===== src/rtl/ets_pkg.sv =====
// Shared types and constants for the ETS sweep controller.
package ets_pkg;

    localparam int TAP_W_DEFAULT  = 8;
    localparam int DATA_W_DEFAULT = 32;

    typedef enum logic [2:0] {
        IDLE    = 3'd0,
        SETTLE  = 3'd1,
        RUN     = 3'd2,
        RELEASE = 3'd3,
        ERROR   = 3'd4
    } state_t;

    // Bits needed to hold the values 0..max_count (never less than one).
    function automatic int count_width(input int max_count);
        return (max_count < 1) ? 1 : $clog2(max_count + 1);
    endfunction

endpackage


===== src/rtl/ets_wait_timer.sv =====
// Loadable down-counter with a zero flag. It stops at zero and holds there
// until the next load.
module ets_wait_timer #(
    parameter int W = 8
) (
    input  logic         clk,
    input  logic         reset,
    input  logic         load,
    input  logic [W-1:0] load_value,
    input  logic         en,
    output logic         zero
);

    logic [W-1:0] count;

    // Load takes priority; otherwise count down while enabled until zero.
    always_ff @(posedge clk or posedge reset) begin
        // NOTE: clocked state uses non-blocking (<=) so every register updates from pre-edge values.
        if (reset) begin
            count <= '0;
        end else if (load) begin
            count <= load_value;
        end else if (en && (count != '0)) begin
            count <= count - W'(1);
        end
    end

    assign zero = (count == '0);

endmodule


===== src/rtl/ets_sweep_ctrl.sv =====
// ETS sweep controller: steps the delay tap from tap_first to tap_last and
// runs one accumulator start/done handshake per tap, writing each result out.
// Optional RUN watchdog: define ETS_SWEEP_TIMEOUT_EN.
module ets_sweep_ctrl
    import ets_pkg::*;
#(
    parameter int TAP_W          = TAP_W_DEFAULT,
    parameter int DATA_W         = DATA_W_DEFAULT,
    parameter int SETTLE_CYCLES  = 16,
    parameter int TIMEOUT_CYCLES = 2**24
) (
    input  logic              clk,
    input  logic              reset,
    input  logic              sweep_start,
    input  logic              sweep_abort,
    input  logic [TAP_W-1:0]  tap_first,
    input  logic [TAP_W-1:0]  tap_last,
    output logic [TAP_W-1:0]  delay_tap,
    output logic              acc_start,
    input  logic              acc_done,
    input  logic [DATA_W-1:0] acc_data,
    output logic              res_we,
    output logic [TAP_W-1:0]  res_addr,
    output logic [DATA_W-1:0] res_data,
    output logic              sweep_busy,
    output logic              sweep_done,
    output logic              sweep_err
);

    // Reject timing parameters that would break the handshake spacing.
    if (SETTLE_CYCLES < 1 || TIMEOUT_CYCLES < 1) begin : g_bad_params
        $error("ets_sweep_ctrl: SETTLE_CYCLES and TIMEOUT_CYCLES must be >= 1");
    end

    // The settle timer is loaded with N-1 so SETTLE lasts exactly N cycles.
    localparam int                  SETTLE_W    = count_width(SETTLE_CYCLES);
    localparam logic [SETTLE_W-1:0] SETTLE_LOAD = SETTLE_W'(SETTLE_CYCLES - 1);
    localparam logic [TAP_W-1:0]    TAP_ONE     = TAP_W'(1);

    state_t           state;
    logic [TAP_W-1:0] tap_first_q;
    logic [TAP_W-1:0] tap_last_q;
    logic             inverted_q;
    logic             abort_pending;
    logic             last_step;
    logic             settle_load;
    logic             settle_zero;

    assign last_step   = (delay_tap == tap_last_q) || inverted_q || abort_pending;
    assign settle_load = ((state == IDLE) && sweep_start) ||
                         ((state == RELEASE) && !acc_done && !last_step);

    ets_wait_timer #(.W(SETTLE_W)) u_settle_timer (
        .clk        (clk),
        .reset      (reset),
        .load       (settle_load),
        .load_value (SETTLE_LOAD),
        .en         (state == SETTLE),
        .zero       (settle_zero)
    );

`ifdef ETS_SWEEP_TIMEOUT_EN
    // Watchdog armed as RUN is entered; it reaches zero on RUN cycle TIMEOUT_CYCLES.
    localparam int                   TIMEOUT_W    = count_width(TIMEOUT_CYCLES);
    localparam logic [TIMEOUT_W-1:0] TIMEOUT_LOAD = TIMEOUT_W'(TIMEOUT_CYCLES - 1);

    logic timeout_zero;

    ets_wait_timer #(.W(TIMEOUT_W)) u_timeout_timer (
        .clk        (clk),
        .reset      (reset),
        .load       ((state == SETTLE) && settle_zero),
        .load_value (TIMEOUT_LOAD),
        .en         (state == RUN),
        .zero       (timeout_zero)
    );
`else
    assign sweep_err = 1'b0;
`endif

    // Sweep sequencer: all outputs are registered here.
    always_ff @(posedge clk or posedge reset) begin
        if (reset) begin
            state         <= IDLE;
            tap_first_q   <= '0;
            tap_last_q    <= '0;
            inverted_q    <= 1'b0;
            abort_pending <= 1'b0;
            delay_tap     <= '0;
            acc_start     <= 1'b0;
            res_we        <= 1'b0;
            res_addr      <= '0;
            res_data      <= '0;
            sweep_busy    <= 1'b0;
            sweep_done    <= 1'b0;
`ifdef ETS_SWEEP_TIMEOUT_EN
            sweep_err     <= 1'b0;
`endif
        end else begin
            // NOTE: strobes default low here so any path that does not raise them clears them.
            res_we     <= 1'b0;
            sweep_done <= 1'b0;

            // An abort is remembered and acted on at the next step boundary.
            if ((state != IDLE) && sweep_abort) begin
                abort_pending <= 1'b1;
            end

            case (state)
                IDLE: begin
                    if (sweep_start) begin
                        tap_first_q   <= tap_first;
                        tap_last_q    <= tap_last;
                        inverted_q    <= (tap_last < tap_first);
                        delay_tap     <= tap_first;
                        abort_pending <= 1'b0;
                        sweep_busy    <= 1'b1;
                        state         <= SETTLE;
                    end
                end

                SETTLE: begin
                    if (settle_zero) begin
                        acc_start <= 1'b1;
                        state     <= RUN;
                    end
                end

                RUN: begin
                    if (acc_done) begin
                        res_we    <= 1'b1;
                        res_data  <= acc_data;
                        res_addr  <= delay_tap - tap_first_q;
                        acc_start <= 1'b0;
                        state     <= RELEASE;
                    end
`ifdef ETS_SWEEP_TIMEOUT_EN
                    else if (timeout_zero) begin
                        // The request cannot be withdrawn, so acc_start and busy stay high.
                        sweep_err  <= 1'b1;
                        sweep_done <= 1'b1;
                        state      <= ERROR;
                    end
`endif
                end

                RELEASE: begin
                    if (!acc_done) begin
                        if (last_step) begin
                            sweep_busy    <= 1'b0;
                            sweep_done    <= 1'b1;
                            abort_pending <= 1'b0;
                            state         <= IDLE;
                        end else begin
                            delay_tap <= delay_tap + TAP_ONE;
                            state     <= SETTLE;
                        end
                    end
                end

`ifdef ETS_SWEEP_TIMEOUT_EN
                ERROR: begin
                    state <= ERROR;
                end
`endif

                default: begin
                    state <= IDLE;
                end
            endcase
        end
    end

endmodule


===== config.mk =====
export PLATFORM = sky130hd
export DESIGN_NAME = ets_sweep_ctrl
export DESIGN_NICKNAME = d
export VERILOG_FILES = /design/src/rtl/ets_pkg.sv /design/src/rtl/ets_wait_timer.sv /design/src/rtl/ets_sweep_ctrl.sv
export SDC_FILE = /design/constraint.sdc
export NUM_CORES = 1
export LEC_CHECK = 0
export ABC_AREA = 1
export ABC_CLOCK_PERIOD_IN_PS = 3670
export BUFFER_PORTS_ARGS = -buffer_cell sky130_fd_sc_hd__buf_2
export CORE_ASPECT_RATIO = 1.4
export CORE_MARGIN = 8
export CORE_UTILIZATION = 45
export CTS_BUF_LIST = sky130_fd_sc_hd__clkbuf_4 sky130_fd_sc_hd__clkbuf_8 sky130_fd_sc_hd__clkbuf_16
export DETAILED_ROUTE_END_ITERATION = 8
export PLACE_DENSITY = 0.71
export SYNTH_ARGS = -nofsm -noshare
export SYNTH_HDL_FRONTEND = slang
export SYNTH_SLANG_ARGS = --single-unit

===== constraint.sdc =====
create_clock -name clk -period 3.67 [get_ports clk]
set_input_delay 0.1835 -clock clk [delete_from_list [all_inputs] [get_ports clk]]
set_output_delay 0.1835 -clock clk [all_outputs]
set_load 0.1 [all_outputs]

* Word-level counts from Yosys, hierarchy flattened *
Cells that the tools add are included.

operators by class
  $lt $le $gt $ge = 1
  add/subtract/negate cells = 3
  reductions and logical operators = 23
  equal/unequal tests = 10
  multiplexer cells = 29

operators with widths
  cell                                               count
  two-way mux 8 bit                                  3
  case mux 8 bit (2 select lines)                    1
  two-way mux 1 bit                                  15
  two-way mux 3 bit                                  4
  inequality test 2 bit (second input constant)      6
  case mux 3 bit (4 select lines)                    1
  AND reduction 4 bit                                3
  two-way mux 5 bit                                  2
  adder 8 x 1 -> 8 bit (second input constant)       1
  == test 8 bit                                      1
  less-than comparator 8 bit                         1
  subtractor 8 bit                                   1
  == test 3 x 2 -> 1 bit (second input constant)     2
  case mux 1 bit (2 select lines)                    3
  nonzero test 2 bit                                 3
  logical AND 1 bit                                  5
  zero test 5 bit                                    1
  nonzero test 5 bit                                 1
  subtractor 5 x 1 -> 5 bit (second input constant)  1
  AND reduction 2 bit                                2
  == test 3 x 1 -> 1 bit (second input constant)     1
  zero test 3 bit                                    1
  logical OR 1 bit                                   3
  AND reduction 3 bit                                1
  other kinds (2)                                    3

word-level totals
  output and inout bits = 53
  flip-flop bits (word level) = 78

* Longest topological paths before layout *
Gate-level depths: netlist of the first run.

  word-level depth = 7
  depth in mapped cells = 11

* Cells and area by module *
A second synthesis of the first run with hierarchy kept.

second synthesis, totals
  cell total of the unflattened synthesis = 511
  area, all modules = 4068.9 µm²

modules (own cells, without submodules)
  module          cells each  seq. area each (µm²)  area an instance (µm²)  instances
  ets_sweep_ctrl  462         1801.7                3723.6                  1
  ets_wait_timer  49          125.1                 345.3                   1

* Least setup slack after synthesis of the first run *
OpenSTA, ideal clock, no wires.

  kind = register to register
  start = register delay_tap[0]
  end = register res_addr[6]
  period minus slack after synthesis = 2.302 ns
  setup time = 0.132 ns
  stages on the path, launching flop included = 9
  data arrival time = 2.171 ns
  required time = 3.538 ns
  buffers on the path = 0
  setup slack = 1.368 ns
  cell sequence = dfrtp_1 -> inv_1 -> ha_1 -> fa_1 -> inv_1 -> nand4_1 -> nand3_1 -> xnor2_1 -> o21ai_0

between the ends
  longest elaborated chain between the ends = 1

RTL lines
  item                      line                   source
  start: declaration        ets_sweep_ctrl.sv:18   output logic [TAP_W-1:0] delay_tap,
  start signal: assignment  ets_sweep_ctrl.sv:115  delay_tap <= tap_first;
  start signal: assignment  ets_sweep_ctrl.sv:155  delay_tap <= delay_tap + TAP_ONE;
  subtractor 8 bit          ets_sweep_ctrl.sv:133  res_addr <= delay_tap - tap_first_q;
  end signal: assignment    ets_sweep_ctrl.sv:133
  end: declaration          ets_sweep_ctrl.sv:23   output logic [TAP_W-1:0] res_addr,

No other way between the ends.
A chain may end at the register's enable or synchronous reset.

* Worst setup path in the final report of the first run *
  start = register state[0]
  end = register res_addr[4]

between the ends
  longest elaborated chain between the ends = 2

RTL lines
  item                                  line                   source
  start: declaration                    ets_sweep_ctrl.sv:40   state_t state;
  start signal: assignment              ets_sweep_ctrl.sv:84   state <= IDLE;
  start signal: assignment              ets_sweep_ctrl.sv:118  state <= SETTLE;
  start signal: assignment              ets_sweep_ctrl.sv:125  state <= RUN;
  == test 3 x 2 -> 1 bit                ets_sweep_ctrl.sv:109  case (state)
  AND reduction 2 bit (no source line)  --

No other way between the ends.

==> impl_metrics.csv, run 1 <==
group,metric,value,unit
yosys,yosys_warnings,0,
global_route,gr-usage-all-layers,0.1652,
sta,relSlewSlack,0.1809,
yosys,synth_seq_cells,77,
floorplan,die_h,127.2,um
worst_hold_path,hold_class,"in2reg",
sta,slew_viol_final,0,
setup_path,rr_worst_depth,7,
layout,fin_nets,667,
placement,port_buffers,104,
setup_path,worstPathRequired,3.92,ns
setup_path,cp_max_fo,45,
placement,gp_congestion,0.8306,
setup_path,regToRegStartpoint,"state[0]",
global_route,grt_pass1_vias,3442,
yosys,synthTopCellsByArea,"dfrtp_1 49%, nand2_1 19%, ha_1 6.6%",
yosys,ys_types,36,
setup_path,critical_path_class,"reg2reg",
clock_network,numClockSinks,77,
global_route,grt-ovfl-total,0,
floorplan,fp-row-count,40,
worst_hold_path,min-delay-start,"acc_data[17]",
layout,utilization,0.5683,
layout,layout_common_cells,"201 x nand2_1, 104 x buf_2, 77 x dfrtp_1",
floorplan,io_pins,106,
clock_network,htree_levels,3,
sta,setup_tns,0,ns
worst_hold_path,hold_depth,3,
yosys,synth_area,3971,um^2
layout,drive_gt1_frac,0.2228,
drt,dr.pass1.iters,4,
drt,wl_per_cell,13.82,um
floorplan,coreArea,8558,um^2
global_route,grt_pass1_wl,15930,um
drt,via_count,3482,
yosys,netlist.area_leader.share,0.4852,
setup_path,r2r_setup_slack,1.35,ns
setup_path,reg2reg_to,"res_addr[4]",
placement,postPlaceCellArea,4554,um^2
sta,setup_ws,1.354,ns
yosys,synth_fp_nets,564,
placement,post-place-ws,1.359,ns
sta,finalHoldViolCount,0,
sta,finalSetupViolations,0,
placement,dp_hpwl,7375,um
yosys,avgSynthCellArea,8.121,um^2
setup_path,worstPathArrival,2.56,ns
yosys,synth.yosys.seq_area_share,0.4852,
layout,n_antenna_cell,0,
sta,max_freq,431.9,MHz
layout,fin_area,4863,um^2
sta,finalCritPeriodShare,0.6309,
sta,tightest_slew,1.226,ns
layout,area_growth,22.46,%
clock_network,cts_buffer_depth,2,
clock_network,clock_latency,0.34,ns
layout,final_common_cell,"nand2_1",
drt,drt_iter0_drc,126,
yosys,syn-instance-count,489,
yosys,synth_area_leader_cell,"dfrtp_1",
drt,viasPerCell,4.960,
clock_network,clkTransAtPathRegs,0.06,ns
sta,fin_worst_skew,0.006120,ns
clock_network,cts_setup_buffers,0,
clock_network,cts_buffers,9,
flow_run,drv_cap,0,
floorplan,die_w,95.40,um
clock_network,cts_tree,"done",
setup_path,cp-start-kind,"register",
clock_network,cts-resized-gates,0,
worst_hold_path,hold_end,"res_data[17]",
sta,rsz0062_at_grt,"no",
outcome,status,"finished clean",
floorplan,die_area,12130,um^2
drt,remaining_drc_errors,0,
global_route,antenna_found_initial,0,
floorplan,start_util,0.4640,
drt,antenna_left,0,
clock_network,cts_root_buffer,"clkbuf_16",
drt,wl,9701,um
setup_path,worst_setup_path_end_kind,"register",
sta,post-route-min-period,2.316,ns
global_route,grt_max_degree,46,
-- metrics by stage --
step | instances | hold WS, ns
2_1_floorplan | 489 | 0.2499
3_3_place_gp | 685 | 0.3374
3_5_place_dp | 685 | 0.3509
4_1_cts | 702 | 0.02693
5_1_grt | 702 | 0.03615
6_report | 702 | 0.03599
-- layout make-up --
class	count	area, um^2
multi-input cells	350	1784
inverters	47	176.4
well taps	105	131.4
clock buffers	9	225.2
flip-flops and latches	77	1927
clock inverters	7	73.82
repair buffers	107	545.5
fillers	785	3695
-- state kept, by name (all words and copies together), names as in the netlist --
register and count:
abort_pending 1, delay_tap 8, inverted_q 1, res_we 1, u_settle_timer.count 5, tap_first_q 8, state 2, sweep_done 1
acc_start 1, res_addr 8, res_data 32, tap_last_q 8, sweep_busy 1
-- worst max path at each step --
stage	slack [ns]	endpoint	start
floorplan	1.37	res_addr[6]	delay_tap[0]
global placement	1.39	res_addr[4]	state[0]
detailed placement	1.36	res_addr[4]	state[0]
CTS	1.31	res_addr[4]	state[0]
global route	1.04	res_addr[4]	state[0]
finish	1.35	res_addr[4]	state[0]
-- timing repair --
item,CTS,global route
hold buffers,1,0
endpoints found under the setup margin,0,0
endpoints found under the hold margin,34,0
-- per-layer routing --
metal / track usage / wire (um) / vias up
li1: - / - / 1756
met2: 0.2772 / 4754 / 100
met1: 0.1899 / 4010 / 1614
met3: 0.03810 / 747 / 12
met4: 0.08356 / 188 / 0
met5: 0 / 0 / -
-- critical path: stages (launching register included) --
cell and delay, ns:
dfrtp_1 0.40, inv_1 0.11, ha_1 0.19, nand2_1 0.06, buf_4 0.26, inv_1 0.80, o21ai_0 0.18, o21ai_0 0.20
-- synthesized netlist by cell type, drive strengths merged --
cell type,number
nor3,4
o21ai,28
xor2,2
nor2,22
a31oi,1
a21oi,17
o211ai,1
nand4,5
o22ai,2
a21boi,1
o31ai,1
mux2,3
clkbuf,7
nand2,205
ha,21
conb,1
dfrtp,77
nand3,21
a221oi,1
fa,1
or2,1
o21a,2
buf,8
inv,47
xnor2,5
a21o,1
nand3b,4
-- cell families (layout without fill, tap and decap cells) --
logic type	after synthesis	after routing	share of synthesized area
other cells	1	1	0.0009443
mux	3	3	0.008506
flops	77	77	0.4852
xor+xnor	7	7	0.01544
buf+inv	62	170	0.06553
fa+ha+maj	22	22	0.07120
simple gates	262	262	0.2744
compound gates	55	55	0.07877
Power of run 1 is not shown: default switching activity piles up to over one toggle a cycle in this logic, so the estimate is an artifact.
==> run 2: changes to the inputs <==
--- a/config.mk
+++ b/config.mk
@@ -6,14 +6,14 @@
 export NUM_CORES = 1
 export LEC_CHECK = 0
 export ABC_AREA = 1
-export ABC_CLOCK_PERIOD_IN_PS = 3670
+export ABC_CLOCK_PERIOD_IN_PS = 2100
 export BUFFER_PORTS_ARGS = -buffer_cell sky130_fd_sc_hd__buf_2
 export CORE_ASPECT_RATIO = 1.4
 export CORE_MARGIN = 8
 export CORE_UTILIZATION = 45
 export CTS_BUF_LIST = sky130_fd_sc_hd__clkbuf_4 sky130_fd_sc_hd__clkbuf_8 sky130_fd_sc_hd__clkbuf_16
 export DETAILED_ROUTE_END_ITERATION = 8
-export PLACE_DENSITY = 0.71
+export PLACE_DENSITY = 0.74
 export SYNTH_ARGS = -nofsm -noshare
 export SYNTH_HDL_FRONTEND = slang
 export SYNTH_SLANG_ARGS = --single-unit
==> constraint.sdc (replaced) <==
create_clock -name clk -period 2.1 [get_ports clk]
set_input_delay 0.105 -clock clk [delete_from_list [all_inputs] [get_ports clk]]
set_output_delay 0.105 -clock clk [all_outputs]
set_load 0.1 [all_outputs]
==> run 2 against run 1 <==
Compared with the run above:
- routed wire length grew 8.7%
- core utilization grew 5.4 points
- non-clock buffer count grew 39
- count of clock-buffer cells in the layout is the same
- register-to-register slack lost 1.0 ns
- die area is the same
- first-iteration DRC count grew 29%
==> impl_metrics.csv, run 2 (same netlist as run 1, synthesis figures left out) <==
group,metric,value,unit
outcome,status,"finished clean",
sta,rsz0062_at_grt,"no",
drt,antenna_left,0,
sta,tightest_slew,0.5233,ns
sta,post-route-min-period,1.782,ns
sta,finalCritPeriodShare,0.8487,
floorplan,start_util,0.4640,
global_route,grt_pass1_wl,16850,um
layout,area_growth,34.18,%
drt,drt_iter0_drc,163,
global_route,grt-ovfl-total,0,
global_route,grt_pass1_vias,3708,
flow_run,drv_cap,0,
floorplan,die_w,95.40,um
worst_hold_path,min-delay-start,"acc_done",
floorplan,die_area,12130,um^2
floorplan,die_h,127.2,um
clock_network,cts_root_buffer,"clkbuf_16",
placement,port_buffers,104,
setup_path,rr_worst_depth,8,
worst_hold_path,hold_depth,2,
placement,dp_hpwl,7607,um
setup_path,critical_path_class,"reg2reg",
drt,remaining_drc_errors,0,
layout,fin_area,5329,um^2
placement,postPlaceCellArea,4626,um^2
setup_path,worstPathRequired,2.30,ns
clock_network,cts_buffer_depth,2,
clock_network,clkTransAtPathRegs,0.06,ns
clock_network,clock_latency,0.34,ns
setup_path,critPathLaunch,"delay_tap[0]",
global_route,antenna_found_initial,1,
global_route,gr-usage-all-layers,0.1753,
clock_network,numClockSinks,77,
layout,final_common_cell,"nand2_1",
floorplan,io_pins,106,
layout,fin_nets,706,
setup_path,regToRegStartpoint,"delay_tap[0]",
sta,setup_tns,0,ns
layout,drive_gt1_frac,0.2233,
drt,viasPerCell,4.892,
placement,gp_congestion,0.8926,
drt,wl_per_cell,14.21,um
layout,num-fill-cells,728,
floorplan,fp-row-count,40,
drt,wl,10540,um
layout,max_flop_register,"res_data",
sta,relSlewSlack,0.6535,
layout,layout_common_cells,"201 x nand2_1, 104 x buf_2, 75 x dfrtp_1",
layout,largest_reg_flops,32,
sta,finalSetupViolations,0,
clock_network,htree_levels,3,
sta,max_freq,561.1,MHz
setup_path,worstPathArrival,1.98,ns
setup_path,cp-start-kind,"register",
worst_hold_path,hold_class,"in2reg",
setup_path,worst_setup_path_end_kind,"register",
sta,slew_viol_final,0,
drt,dr.pass1.iters,5,
clock_network,cts_tree,"done",
sta,finalHoldViolCount,0,
global_route,grt_max_degree,45,
drt,via_count,3630,
floorplan,coreArea,8558,um^2
setup_path,cp_max_fo,7,
sta,fin_worst_skew,0.008074,ns
layout,utilization,0.6227,
clock_network,cts_buffers,9,
[run 2: cell types whose count changed in the layout (fill, tap and decap cells not counted), sizes merged]
cell         before  now
diode             0    1
dlygate4sd3       1   33
buf             106  113
bufinv            1    4
clkinvlp          1    2
clkinv            4    0
[run 2: final timing paths]
check | slack (ns) | end
min in group asynchronous | 0.33 | res_data[0]
worst max register to register | 0.32 | res_addr[6]
max in group asynchronous | 1.18 | res_data[30]
worst min register to register | 0.47 | res_data[7]
worst min-delay path | 0.01 | sweep_done
worst max-delay path | 0.32 | res_addr[6]
[run 2: metal layers]
metal  vias up  global-route usage  part of all wire  wire length [um]
li1       1827                   -                 -                 -
met5         -                   0                 0                 0
met3        21             0.04338             0.060               634
met4         0             0.09264             0.031               327
met1      1668              0.1942              0.40              4218
met2       114              0.2984              0.51              5361
[run 2: worst max-delay path, stage by stage, from the launching register on]
cell	delay, ns
dfrtp_2	0.42
inv_1	0.09
ha_1	0.22
fa_1	0.39
inv_1	0.11
nand4_1	0.11
nand3_1	0.10
xnor2_1	0.12
o21ai_0	0.08
[run 2: per-stage QoR]
| stage | std cells | setup slack [ns] | hold slack, ns |
|---|---|---|---|
| 6_report | 742 | 0.3177 | 0.01323 |
| 5_1_grt | 742 | 0.2267 | 0.02402 |
| 4_1_cts | 741 | 0.3204 | 0.003273 |
| 3_5_place_dp | 692 | 0.3478 | 0.1363 |
| 2_1_floorplan | 489 | 0.02628 | 0.1714 |
| 3_3_place_gp | 692 | 0.4477 | 0.1419 |
[run 2: cell type report]
| cell class | count | area, um^2 | share of cell area |
|---|---|---|---|
| timing repair buffer | 146 | 930.9 | 0.1747 |
| antenna | 1 | 2.502 | 0.0004696 |
| clock buffer | 9 | 225.2 | 0.04226 |
| sequential | 77 | 1929 | 0.3621 |
| clock inverter | 7 | 145.1 | 0.02724 |
| inverter | 47 | 180.2 | 0.03381 |
| multi-input combinational | 350 | 1784 | 0.3348 |
| tap | 105 | 131.4 | 0.02465 |
[run 2: timing repair]
action                    CTS  global route
hold endpoints to repair   49             0
gates resized for setup     0             0
setup buffers               0             0
hold buffers               33             0
Power of run 2 is left out for the same reason.
